<file path="config.mk">
export PLATFORM = sky130hd
export DESIGN_NAME = appr_mult_pipe
export DESIGN_NICKNAME = d
export VERILOG_FILES = /design/src/rtl/appr_mult_pkg.sv /design/src/rtl/appr_mult_unit2.sv /design/src/rtl/appr_mult_pipe.sv
export SDC_FILE = /design/constraint.sdc
export NUM_CORES = 1
export LEC_CHECK = 0
export ABC_AREA = 1
export CAP_MARGIN = 30
export CORE_ASPECT_RATIO = 2
export CORE_MARGIN = 2
export CORE_UTILIZATION = 60
export DETAILED_ROUTE_END_ITERATION = 6
export GPL_TIMING_DRIVEN = 0
export PLACE_DENSITY = 0.91
export RECOVER_POWER = 25
export SYNTH_ARGS = -nofsm -noshare
export SYNTH_HDL_FRONTEND = slang
export SYNTH_SLANG_ARGS = --single-unit
</file>
<file path="constraint.sdc">
create_clock -name iClk -period 2.83 [get_ports iClk]
set_clock_uncertainty 0.1 [all_clocks]
set_input_delay 0.566 -clock iClk [delete_from_list [all_inputs] [get_ports iClk]]
set_output_delay 0.566 -clock iClk [all_outputs]
set_load 0.01 [all_outputs]
</file>
<file path="src/rtl/appr_mult_pkg.sv">
// Shared constants and the 2x2 digit multiply used by the approximate multiplier pipe.
// The approximate unit maps 3*3 to 7 (binary 111), dropping one bit of the exact 9.
package appr_mult_pkg;

    localparam int          DIG_W     = 2;
    localparam int          UNIT_W    = 4;
    localparam logic [3:0]  APPROX_33 = 4'd7;
    localparam logic [3:0]  EXACT_33  = 4'd9;

    function automatic logic [UNIT_W-1:0] unit2_mul(
        input logic [DIG_W-1:0] a,
        input logic [DIG_W-1:0] b,
        input logic             approx
    );
        if (a == 2'd3 && b == 2'd3) begin
            return approx ? APPROX_33 : EXACT_33;
        end
        return {2'b00, a} * {2'b00, b};
    endfunction

endpackage

</file>
<file path="src/rtl/appr_mult_unit2.sv">
// Combinational 2x2 digit multiplier; hit_o flags that the approximate 3*3 path was taken.
module appr_mult_unit2
    import appr_mult_pkg::*;
(
    input  logic [DIG_W-1:0]  a_i,
    input  logic [DIG_W-1:0]  b_i,
    input  logic              mode_i,
    output logic [UNIT_W-1:0] prod_o,
    output logic              hit_o
);

    assign prod_o = unit2_mul(a_i, b_i, mode_i);
    assign hit_o  = mode_i & (a_i == 2'd3) & (b_i == 2'd3);

endmodule

</file>
<file path="src/rtl/appr_mult_pipe.sv">
// Three-stage pipelined unsigned approximate multiplier with valid/ready, per-result
// approximation flag and a saturating count of delivered approximate results.
module appr_mult_pipe
    import appr_mult_pkg::*;
#(
    parameter int WIDTH = 8,
    parameter int CNT_W = 16
) (
    input  logic               iClk,
    input  logic               iRst,
    input  logic               iValid,
    output logic               oReady,
    input  logic [WIDTH-1:0]   iData1,
    input  logic [WIDTH-1:0]   iData2,
    input  logic               iMode,
    output logic               oValid,
    input  logic               iReady,
    output logic [2*WIDTH-1:0] oResult,
    output logic               oApproxHit,
    output logic [CNT_W-1:0]   oHitCnt
);

    localparam int NDIG = WIDTH / DIG_W;
    localparam int PW   = 2 * WIDTH;

    // Handshake: input transfers when iValid & oReady, output when oValid & iReady.
    // The whole pipe advances as one (en); a stalled output freezes every stage, bubbles included.
    logic en;

    logic [WIDTH-1:0]  op1_q, op2_q;
    logic              mode_q, v1_q;

    logic [UNIT_W-1:0]    prod [NDIG][NDIG];
    logic [NDIG*NDIG-1:0] hit_vec;
    logic [PW-1:0]        unit_ext;
    logic [PW-1:0]        row_d [NDIG];
    logic [PW-1:0]        row_q [NDIG];
    logic                 hit_d, hit_q, v2_q;

    logic [PW-1:0]     result_d, result_q;
    logic              ahit_q, v3_q;
    logic [CNT_W-1:0]  cnt_q;

    assign en     = !v3_q || iReady;
    assign oReady = en;

    for (genvar gi = 0; gi < NDIG; gi++) begin : g_row
        for (genvar gj = 0; gj < NDIG; gj++) begin : g_col
            appr_mult_unit2 u_unit (
                .a_i    (op1_q[DIG_W*gi +: DIG_W]),
                .b_i    (op2_q[DIG_W*gj +: DIG_W]),
                .mode_i (mode_q),
                .prod_o (prod[gi][gj]),
                .hit_o  (hit_vec[gi*NDIG + gj])
            );
        end
    end

    always_comb begin
        unit_ext = '0;
        for (int j = 0; j < NDIG; j++) begin
            row_d[j] = '0;
            for (int i = 0; i < NDIG; i++) begin
                unit_ext               = '0;
                unit_ext[UNIT_W-1:0]   = prod[i][j];
                row_d[j]               = row_d[j] + (unit_ext << (DIG_W*i));
            end
        end
        hit_d = |hit_vec;
    end

    // Wraps modulo 2^PW by construction; the approximate product never exceeds the exact one.
    always_comb begin
        result_d = '0;
        for (int j = 0; j < NDIG; j++) begin
            result_d = result_d + (row_q[j] << (DIG_W*j));
        end
    end

    always_ff @(posedge iClk) begin
        if (iRst) begin
            op1_q    <= '0;
            op2_q    <= '0;
            mode_q   <= 1'b0;
            v1_q     <= 1'b0;
            for (int j = 0; j < NDIG; j++) row_q[j] <= '0;
            hit_q    <= 1'b0;
            v2_q     <= 1'b0;
            result_q <= '0;
            ahit_q   <= 1'b0;
            v3_q     <= 1'b0;
            cnt_q    <= '0;
        end else begin
            if (en) begin
                op1_q    <= iData1;
                op2_q    <= iData2;
                mode_q   <= iMode;
                v1_q     <= iValid;
                for (int j = 0; j < NDIG; j++) row_q[j] <= row_d[j];
                hit_q    <= hit_d;
                v2_q     <= v1_q;
                result_q <= result_d;
                ahit_q   <= hit_q;
                v3_q     <= v2_q;
            end
            if (v3_q && iReady && ahit_q && cnt_q != '1) begin
                cnt_q <= cnt_q + CNT_W'(1);
            end
        end
    end

    assign oValid     = v3_q;
    assign oResult    = result_q;
    assign oApproxHit = ahit_q;
    assign oHitCnt    = cnt_q;

endmodule

</file>
### Word-level counts from Yosys, hierarchy flattened

Memories as Yosys holds them, arrays and structs flattened.
Index checks and enable logic that the tools add are counted.

* add/sub/neg operators: 16
* reduce and logical (&&, ||, !) cells: 22
* $mul: 16
* bitwise gates (word level): 24
* multiplexer cells: 58
* equal/unequal tests: 9

Operator list (number)
* 2-to-1 mux 4 bit: 33
* multiplier 2 x 2 -> 4 bit: 16
* adder 16 bit: 3
* adder 9 x 10 -> 11 bit: 4
* 2-to-1 mux 11 bit: 4
* adder 7 x 8 -> 9 bit: 4
* adder 4 x 6 -> 7 bit: 4
* 2-to-1 mux 1 bit: 21
* bitwise AND 1 bit: 20
* logical AND 1 bit: 19
* adder 16 x 1 -> 16 bit, second input constant: 1
* == test 2 bit, second input constant: 8
* inequality test 16 bit, second input constant: 1
* OR reduction 16 bit: 1
* bitwise OR 1 bit: 4
* zero test 1 bit: 1
* logical OR 1 bit: 1

* input bits: 21
* memories kept: 1
* RAM bits: 44
* output and inout bits: 35
* word-level logic and storage cells: 156
* bits in registers: 54

Memory list
* row_q: words 4, width 11, rd ports 4, clocked after Yosys merged registers in 0, write ports 4, line appr_mult_pipe.sv:37 `logic [PW-1:0] row_q [NDIG];`

### Depth between registers and ports, before layout

Gate-level depths: netlist (run 1).

* word-level depth: 8
* mapped depth: 16
* depth with buffers taken out: 15

### Cells and area by module

From an unflattened synthesis (run 1), not the netlist that was laid out.

* cell total of the unflattened synthesis: 1116
* area total of the unflattened synthesis: 8032.7 um2

By module, submodules not included
* appr_mult_pipe: sequential area each 2372.3 um2, cells an instance 748, instances 1, area an instance 6070.8 um2
* appr_mult_unit2: sequential area each 0.0 um2, cells an instance 23, instances 16, area an instance 122.6 um2

### Worst setup path after synthesis (run 1)

Ideal clock, no wire load.

* path kind: register -> register
* start: mem row_q[2][3] in the netlist's numbering
* end: reg result_q[10] (netlist: oResult[10])
* arrival time: 2.403 ns
* setup slack: 0.253 ns
* buffers on the path: 0
* period minus slack after synthesis: 2.577 ns
* setup time: 0.074 ns
* cell stages (with the launch flop): 12
* required time: 2.656 ns
* cell sequence: edfxtp_1 > inv_1 > fa_1 > fa_1 > inv_1 > ha_1 > or2_2 > nand2_1 > o21ai_0 > nand2_1 > nand2_1 > o21ai_0

RTL lines
* from (decl): line appr_mult_pipe.sv:37
* to (signal assigned): line appr_mult_pipe.sv:102 `result_q <= result_d;`
* to (decl): line appr_mult_pipe.sv:40 `logic [PW-1:0] result_d, result_q;`

==> results of run 1 <==
-- power by group --
part / internal, W / leakage [nW] / total [W] / switching [W]
logic: 0.000215 / 3.50 / 0.000550 / 0.000335
clock network: 0.000644 / 0.154 / 0.00128 / 0.000636
registers: 0.00152 / 0.963 / 0.00154 / 0.0000235
-- sequential cells by signal (all words and copies together), names as in the netlist --
register and cells:
oResult 16, hit_q 1, mode_q 1, oApproxHit 1, op1_q 8, v1_q 1, oValid 1, oHitCnt 16
row_q 43, op2_q 8, v2_q 1
-- layer usage --
metal	up-vias	GRT usage
li1	3461	-
met1	3203	0.343
met2	299	0.511
met3	69	0.0269
met4	0	0.109
met5	-	0
-- final timing paths --
path / to / slack, ns / depth (start not counted)
worst max-delay path: oResult[10] / 0.07 / 12
worst min-delay path: oResult[14] / 0.35 / 2
worst max register to register: oResult[10] / 0.07 / 12
worst min register to register: oResult[14] / 0.35 / 2
-- worst min-delay path: cells and delay by family (launching register included) --
kind	cells	cell delay, ns
simple gates	2	0.10
flops	1	0.31
-- kinds of logic (layout without fill, tap and decap cells) --
group / after synthesis / in the layout / synth area share
and+or+nand+nor: 462 / 462 / 0.251
buffers and inverters: 228 / 303 / 0.122
AOI/OAI and AO/OA: 149 / 149 / 0.120
adders and majority gates: 98 / 98 / 0.182
DFF: 97 / 97 / 0.315
xor gates and xnor gates: 9 / 9 / 0.0105
-- layout make-up --
class,count,share of cell area
plain buffers,32,0.0204
clock buffers,9,0.0259
clock inverters,7,0.0108
inverters,196,0.0849
multi-input cells,718,0.496
flip-flops and latches,97,0.272
well taps,150,0.0215
repair buffers,59,0.0678
-- repair_timing --
action | CTS | global route
pin swaps | 0 | 4
setup endpoints to repair | 2 | 20
gates resized for setup | 2 | 36
buffers inserted | 0 | 4
endpoints found under the hold margin | 0 | 0
-- metrics by stage --
| step | hold WS (ns) | std cells | instance area, um^2 | TNS (ns) | util |
|---|---|---|---|---|---|
| 6_report | 0.351 | 1268 | 8710 | 0 | 0.702 |
| 5_1_grt | 0.368 | 1268 | 8710 | -0.133 | 0.702 |
| 4_1_cts | 0.359 | 1263 | 8590 | 0 | 0.692 |
| 3_5_place_dp | 0.346 | 1247 | 8260 | -0.0394 | 0.666 |
| 3_3_place_gp | 0.339 | 1247 | 8260 | 0 | 0.666 |
| 2_1_floorplan | 0.337 | 1043 | 7540 | 0 | - |
-- cell usage in the layout, fill, tap and decap left out, drive strengths merged --
cell type	count
nor3	13
xnor2	7
a32o	1
clkinv	4
clkinvlp	1
dlygate4sd3	17
xor2	2
o21ai	41
o22ai	3
or2	2
and2	2
buf	22
o211ai	4
a21o	1
edfxtp	43
a22o	17
nand3	40
ha	79
nand4	12
a31oi	5
a31o	1
dfxtp	54
o21a	3
nand2	268
fa	19
clkdlybuf4s50	37
a21oi	70
nand3b	1
o21bai	2
o31ai	1
nor2	124
clkbuf	24
inv	198
==> impl_metrics.csv, run 1 <==
group,metric,value,unit
status,outcome,"finished, final reports clean",
finish,synthToLayoutAreaGrowth,15.6,%
worst_setup_path,max_stage_delay,0.55,ns
synthesis,async_flop_share,0,
die,dieArea,13500,um^2
route,met1Wirelength,7830,um
worst_setup_path,r2r_start,"row_q[3][0]",
die,coreArea,12400,um^2
die,ios,56,
pwr,power.total,0.00337,W
timing,fin_crit,2.76,ns
pwr,ir_drop,0.404,mV
route,dr_wl_met2,9780,um
finish,drive_gt1_frac,0.0850,
synthesis,avgSynthCellArea,7.23,um^2
timing,layout_setup_ws,0.0711,ns
worst_setup_path,cp_num_buf_inv,2,
run,maxCapViolCount,0,
synthesis,synthTopCellsByArea,"edfxtp_1, dfxtp_1, ha_1",
worst_setup_path,critPathTopFamily,"adder cells",
grt,overflow,0,
worst_setup_path,cp.arrival,2.90,ns
worst_setup_path,start_kind,"register",
synthesis,synth_top_area_share,0.171,
finish,insertedDiodeCount,0,
synthesis,synth_warnings,0,
placed_design,dpl.hpwl,14600,um
worst_setup_path,critPathSlowestCell,"fa_1",
worst_setup_path,path_max_fanout,6,
route,top_layer_used,"met4",
synthesis,synth-edff-count,43,
timing,setup_violations,0,
route,drc,0,
finish,final_nets,1232,
worst_setup_path,critPathCaptureType,"register",
grt,grt_pass1_vias,6565,
grt,grt_max_degree,53,
clock_network,clk_pin_slew,0.08,ns
clock_network,clockBufferDepth,2,
die,die_y,162,um
die,die_w,83.2,um
finish,nFillCells,973,
synthesis,synth_cell_type_count,43,
grt,grtUsageTotal,0.282,
route,avgViaCountPerCell,5.55,
route,wl_met3,1010,um
route,drt-wirelength-per-cell,15.3,um
synthesis,yosysMostFrequentCell,"nand2_1",
route,num_vias,7032,
timing,hold_viol,0,
timing,fin_crit_sh,0.975,
worst_setup_path,startpoint,"row_q[3][0]",
synthesis,synth-seq-cells,97,
worst_setup_path,required,2.97,ns
clock_network,cts_hold_buffers,0,
die,initial_core_util,0.607,
route,drt-total-wl,19400,um
clock_network,clockRootBuffer,"clkbuf_16",
finish,multi_input_area,4330,um^2
clock_network,clkLatencyLatePin,0.36,ns
route,first_iter_violations,587,
worst_setup_path,critPathKind,"reg2reg",
grt,antenna_found_initial,0,
pwr,p_leak,4.62,nW
placed_design,dp_worst_setup_slack,-0.0394,ns
synthesis,synthCells,1043,
worst_setup_path,critical_path.cell_chain,"inv_1 > fa_1 > inv_1 > fa_1 > ha_2 > nand2_2 > nand3_2 > nand2_2 > o21ai_1 > nand2_1 > nand2_1 > o21ai_0",
pwr,powerDensity,387,nW/um^2
clock_network,tritoncts,"built",
die,fp-row-count,58,
timing,fmax,362,MHz
synthesis,netlist_area,7540,um^2
min_path,min_path_type,"reg2reg",
clock_network,ctsHtreeMaxLevel,3,
finish,ff_latch_area,2370,um^2
placed_design,gp_congestion,0.918,
placed_design,place.port_buffers,54,
timing,maxSlewHeadroom,0.550,
synthesis,syn-num-nets,1162,
synthesis,ys.flop_type,"dfxtp_1",
route,drt_first_pass_iters,6,
clock_network,cts_made_buffers,9,
timing,maxSlewViolCount,0,
route,ant_nets,0,
synthesis,synth_seq_area_share,0.315,
timing,worst_pin_slew,0.675,ns
synthesis,yosys.area.top_type,"edfxtp_1",
synthesis,synthTopCellsByCount,"nand2_1, inv_1, nor2_1",
min_path,hold_start,"oResult[14]",
grt,grt_pass1_wl,30700,um
clock_network,clock_sinks,97,
Note: power is estimated with default switching activity, not from simulation.
==> run 2: changes to the inputs <==
--- a/config.mk
+++ b/config.mk
@@ -8,11 +8,10 @@
 export ABC_AREA = 1
 export CAP_MARGIN = 30
 export CORE_ASPECT_RATIO = 2
-export CORE_MARGIN = 2
-export CORE_UTILIZATION = 60
+export CORE_UTILIZATION = 30
 export DETAILED_ROUTE_END_ITERATION = 6
 export GPL_TIMING_DRIVEN = 0
-export PLACE_DENSITY = 0.91
+export PLACE_DENSITY = 0.56
 export RECOVER_POWER = 25
 export SYNTH_ARGS = -nofsm -noshare
 export SYNTH_HDL_FRONTEND = slang
==> run 2 against run 1 <==
Compared with the run above: clock power is 3% lower; non-clock buffer count unchanged; sequential power about the same; total power decreased by 0.38%; first-iteration DRC count shrank 55%; register-to-register slack better by 0.03 ns; setup slack better by 0.035 ns; flip-flop and latch count unchanged; critical path depth decreased by 3; worst hold slack worse by 0.0011 ns; design area up 3.5%; utilization decreased by 33 points; critical path type unchanged; largest cell class unchanged.
==> impl_metrics.csv, run 2 (synthesized netlist as in run 1, its figures left out) <==
group,metric,value,unit
status,outcome,"finished, final reports clean",
worst_setup_path,max_stage_delay,0.53,ns
finish,largest_reg_flops,43,
die,die_y,226,um
worst_setup_path,start_kind,"register",
worst_setup_path,required,2.98,ns
pwr,ir_drop,0.291,mV
pwr,combinationalPowerShare,0.171,
pwr,p_int,0.00237,W
grt,grt_max_degree,53,
finish,layout_commonest_cell,"nand2_1",
finish,drive_gt1_frac,0.0957,
worst_setup_path,startpoint,"row_q[2][0]",
die,dieArea,25800,um^2
grt,overflow,0,
die,initial_core_util,0.307,
finish,finalNonFillerCells,1450,
worst_setup_path,timing.rr.end,"oResult[6]",
die,fp-row-count,81,
finish,nFillCells,2666,
worst_setup_path,critPathCaptureType,"register",
route,drt_first_pass_iters,4,
worst_setup_path,critPathTopFamily,"adder cells",
die,ios,56,
pwr,p_clk_frac,0.370,
pwr,switchingPower,0.000989,W
timing,hold_viol,0,
timing,tns,0,ns
clock_network,clock_sinks,97,
pwr,seqPwrFrac,0.459,
clock_network,clkLatencyLatePin,0.36,ns
grt,grt_pass1_wl,33100,um
route,drc,0,
min_path,min_path_type,"reg2reg",
clock_network,clk_pin_slew,0.08,ns
grt,antenna_found_initial,0,
placed_design,placed_area,8490,um^2
timing,maxSlewHeadroom,0.565,
placed_design,place.port_buffers,54,
worst_setup_path,rrSetupSlack,0.11,ns
finish,final_nets,1232,
worst_setup_path,setup.worst_path.end,"oResult[6]",
route,drt-wirelength-per-cell,14.6,um
route,avgViaCountPerCell,4.67,
worst_setup_path,ff2ff_path_depth,9,
worst_setup_path,r2r_start,"row_q[2][0]",
pwr,power.total,0.00336,W
grt,grtUsageMet1,0.146,
clock_network,tritoncts,"built",
finish,fin_util,0.368,
clock_network,clockRootBuffer,"clkbuf_16",
clock_network,ctsHtreeMaxLevel,3,
grt,grt.met2_usage,0.352,
pwr,p_leak,4.60,nW
placed_design,gp_congestion,0.904,
finish,layout_common_cells,"nand2_1, inv_1, nor2_1",
finish,insertedDiodeCount,0,
timing,fin_crit,2.72,ns
worst_setup_path,path_max_fanout,3,
grt,grt_pass1_vias,6708,
finish,regMostFlops,"row_q",
placed_design,dpl.hpwl,17000,um
clock_network,cts_made_buffers,9,
route,drt-total-wl,21200,um
placed_design,dp.cells,1429,
timing,setup_violations,0,
clock_network,cts_hold_buffers,0,
die,die_w,114,um
run,maxCapViolCount,0,
route,ant_nets,0,
worst_setup_path,critical_path.cell_chain,"inv_1 > fa_1 > inv_1 > ha_4 > ha_4 > fa_2 > buf_4 > or2_2 > a32o_1",
clock_network,clockBufferDepth,2,
timing,fmax,367,MHz
worst_setup_path,critPathKind,"reg2reg",
worst_setup_path,critPathSlowestCell,"fa_1",
grt,grtUsageTotal,0.171,
timing,fin_crit_sh,0.963,
die,coreArea,24500,um^2
worst_setup_path,cp_num_cells,9,
grt,use_met3,0.0199,
grt,grt-busiest-layer,"met2",
worst_setup_path,cp.arrival,2.87,ns
worst_setup_path,cp_num_buf_inv,3,
pwr,powerDensity,372,nW/um^2
finish,synthToLayoutAreaGrowth,19.7,%
route,num_vias,6766,
timing,maxSlewViolCount,0,
finish,fin_area,9020,um^2
route,first_iter_violations,262,
pwr,power.share.switching,0.295,
timing,worst_pin_slew,0.652,ns
-- run 2: cell count changes in the layout (fill, tap and decap cells not counted), moves of 2 or more --
cell and delta:
nor2_1 -6, nor2_2 +6, ha_4 +6, ha_1 -4, dlygate4sd3_1 -2, ha_2 -2
clkdlybuf4s50_1 +2, clkinv_8 -2
-- run 2: cell type report --
class / instances / area [um^2] / share of cell area
multi-input cells: 718 / 4430 / 0.491
flip-flops and latches: 97 / 2370 / 0.263
inverters: 196 / 737 / 0.0817
repair buffers: 59 / 591 / 0.0655
well taps: 332 / 415 / 0.0461
clock buffers: 10 / 229 / 0.0254
plain buffers: 32 / 185 / 0.0205
clock inverters: 6 / 62.6 / 0.00694
-- run 2: worst register-to-register path, cell delays in order (launching register included) --
cell	delay (ns)
edfxtp_1	0.33
inv_1	0.06
fa_1	0.53
inv_1	0.06
ha_4	0.25
ha_4	0.19
fa_2	0.41
buf_4	0.16
or2_2	0.27
a32o_1	0.26
-- run 2: per-layer routing --
layer	up-vias	routed length (um)
met3	69	560
li1	3454	-
met4	0	1500
met5	-	0
met1	3085	7260
met2	158	11900
-- run 2: repair_timing --
action                     4_1_cts  5_1_grt
buffers inserted                 0        4
gates resized for setup          5       51
pin swaps                        0        8
setup endpoints to repair       14       21
-- run 2: stage by stage --
stage,hold slack [ns],worst slack [ns]
after floorplan,0.337,0.253
final,0.350,0.106
after global routing,0.382,-0.0270
after detailed placement,0.347,-0.0865
after CTS,0.359,0.0227
after global placement,0.342,-0.115
-- run 2: worst min-delay path by stage --
stage           startpoint           to  slack (ns)  cells past startpoint
2_1_floorplan         v2_q       oValid        0.34                      2
3_3_place_gp   oResult[10]  oResult[10]        0.34                      2
3_5_place_dp   oResult[12]  oResult[12]        0.35                      2
4_1_cts        oResult[15]  oResult[15]        0.36                      2
5_1_grt        oResult[15]  oResult[15]        0.38                      2
6_report       oResult[15]  oResult[15]        0.35                      2
-- run 2: power by group through the flow --
| stage | registers [W] | clock network (W) | logic, W |
|---|---|---|---|
| after floorplan | 0.00158 | 0 | 0.000328 |
| after global placement | 0.00157 | 0 | 0.000524 |
| after detailed placement | 0.00158 | 0 | 0.000530 |
| after CTS | 0.00154 | 0.00127 | 0.000536 |
| after global routing | 0.00155 | 0.00132 | 0.000640 |
| final | 0.00154 | 0.00124 | 0.000575 |
==> run 3: changes to the inputs <==
--- a/config.mk
+++ b/config.mk
@@ -10,9 +10,11 @@
 export CORE_ASPECT_RATIO = 2
 export CORE_UTILIZATION = 30
 export DETAILED_ROUTE_END_ITERATION = 6
+export GPL_ROUTABILITY_DRIVEN = 0
 export GPL_TIMING_DRIVEN = 0
 export PLACE_DENSITY = 0.56
 export RECOVER_POWER = 25
 export SYNTH_ARGS = -nofsm -noshare
 export SYNTH_HDL_FRONTEND = slang
 export SYNTH_SLANG_ARGS = --single-unit
+export TNS_END_PERCENT = 5
==> run 3 against run 2 <==
Compared with the run above: die area stayed put; via count is 0.30% lower; design area is 0.94% lower; sequential share of layout area is 0.25 points higher; routed wire length is 1.9% lower; total power is 0.73% lower; worst hold slack worse by 0.0018 ns; setup slack better by 0.020 ns; maximum frequency is 0.74% higher; final cell count is 0.21% lower; largest cell class unchanged; largest power group unchanged; highest routed layer unchanged.
==> impl_metrics.csv, run 3 (synthesized netlist as in run 1, its figures left out) <==
group,metric,value,unit
status,outcome,"finished, final reports clean",
pwr,powerDensity,373,nW/um^2
clock_network,tritoncts,"built",
finish,drive_gt1_frac,0.0879,
timing,fmax,370,MHz
clock_network,cts_hold_buffers,0,
timing,fin_hold_ws,0.348,ns
worst_setup_path,required,2.84,ns
placed_design,place.port_buffers,54,
pwr,p_clk_frac,0.370,
grt,overflow,0,
die,ios,56,
route,first_iter_violations,215,
finish,regMostFlops,"row_q",
worst_setup_path,cp.arrival,2.72,ns
pwr,p_leak,4.58,nW
clock_network,clk_pin_slew,0.07,ns
clock_network,clockRootBuffer,"clkbuf_16",
timing,hold_viol,0,
die,dieArea,25800,um^2
worst_setup_path,critPathCaptureType,"register",
die,die_y,226,um
timing,maxSlewViolCount,0,
finish,synthToLayoutAreaGrowth,18.5,%
route,avgViaCountPerCell,4.66,
clock_network,clock_sinks,97,
timing,tns,0,ns
pwr,combinationalPowerShare,0.168,
worst_setup_path,rrSetupSlack,0.13,ns
run,maxCapViolCount,0,
worst_setup_path,path_max_fanout,10,
finish,multi_input_area,4370,um^2
grt,grtUsageTotal,0.169,
pwr,power.total,0.00333,W
clock_network,clkLatencyLatePin,0.37,ns
pwr,p_int,0.00236,W
clock_network,cts_made_buffers,9,
finish,largest_reg_flops,43,
timing,fin_crit,2.70,ns
finish,layout_common_cells,"nand2_1, inv_1, nor2_1",
die,initial_core_util,0.307,
route,drt-wirelength-per-cell,14.4,um
timing,fin_crit_sh,0.955,
timing,setup_violations,0,
pwr,switchingPower,0.000975,W
finish,insertedDiodeCount,0,
die,die_w,114,um
die,fp-row-count,81,
min_path,min_path_type,"reg2reg",
grt,grt_pass1_vias,6687,
finish,layout_commonest_cell,"nand2_1",
route,drc,0,
timing,rsz0062_at_grt,"true",
pwr,power.share.switching,0.292,
finish,final_nets,1229,
timing,worst_pin_slew,0.663,ns
die,coreArea,24500,um^2
grt,grt_pass1_wl,32500,um
timing,maxSlewHeadroom,0.558,
clock_network,clockBufferDepth,2,
finish,ff_latch_area,2370,um^2
placed_design,dpl.hpwl,16900,um
worst_setup_path,critPathKind,"reg2reg",
route,num_vias,6746,
route,drt-total-wl,20800,um
pwr,seqPwrFrac,0.462,
grt,antenna_found_initial,0,
clock_network,ctsHtreeMaxLevel,3,
worst_setup_path,start_kind,"register",
grt,grt_max_degree,43,
pwr,ir_drop,0.293,mV
finish,nFillCells,2651,
route,drt_first_pass_iters,4,
route,ant_nets,0,
==> run 3: cell count changes in the layout (fill, tap and decap cells not counted), sizes merged <==
cell           delta
dlygate4sd3       -3
clkdlybuf4s50     +3
buf               -3
clkinvlp          +1
clkinv            -1
==> run 3: timing repair <==
item                                    CTS  global route
gates resized for setup                   4            38
cloned                                    0             0
setup buffers                             0             1
endpoints found under the setup margin   10            26
pin swaps                                 0             4
==> run 3: power groups by stage <==
| stage | registers [W] | logic [W] | clock network, W |
|---|---|---|---|
| global placement | 0.00157 | 0.000525 | 0 |
| finish | 0.00154 | 0.000560 | 0.00123 |
| detailed placement | 0.00157 | 0.000532 | 0 |
| CTS | 0.00154 | 0.000537 | 0.00128 |
| global route | 0.00155 | 0.000627 | 0.00132 |
| floorplan | 0.00158 | 0.000328 | 0 |
==> run 3: final timing paths <==
path | from | endpoint | cells past startpoint
worst min-delay path | oResult[8] | oResult[8] | 2
worst min register to register | oResult[8] | oResult[8] | 2
worst max-delay path | op1_q[2] | row_q[3][9] | 16
worst max register to register | op1_q[2] | row_q[3][9] | 16
==> run 3: worst max-delay path, stage by stage (launching register included) <==
cell,delay (ns)
dfxtp_1,0.30
clkbuf_4,0.21
nand2_1,0.10
inv_1,0.04
ha_1,0.18
ha_1,0.27
nor2_1,0.12
nor2_1,0.07
ha_1,0.36
a21oi_1,0.20
nand2_1,0.09
nand2_1,0.10
nor2_1,0.05
nand2_1,0.07
nand3_1,0.07
nand2_1,0.06
nor2_1,0.05
==> run 3: per-layer routing <==
| metal | track usage | vias up | share of wire |
|---|---|---|---|
| li1 | - | 3451 | - |
| met1 | 0.140 | 3100 | 0.33 |
| met2 | 0.350 | 128 | 0.57 |
| met3 | 0.0193 | 67 | 0.025 |
| met4 | 0.121 | 0 | 0.068 |
| met5 | 0 | - | 0 |
==> run 3: area by class of cell <==
type,count,area share
clock buffers,10,0.0256
multi-input cells,718,0.489
well taps,332,0.0465
clock inverters,6,0.00686
plain buffers,32,0.0202
flip-flops and latches,97,0.266
repair buffers,56,0.0636
inverters,196,0.0825
==> run 3: metrics by stage <==
step	std cells	worst slack [ns]	utilization	instance area, um^2
finish	1447	0.126	0.364	8930
global route	1447	-0.0538	0.364	8930
CTS	1446	0.00223	0.359	8810
detailed placement	1430	-0.105	0.347	8510
global placement	1429	-0.0910	0.346	8490
floorplan	1043	0.253	-	7540
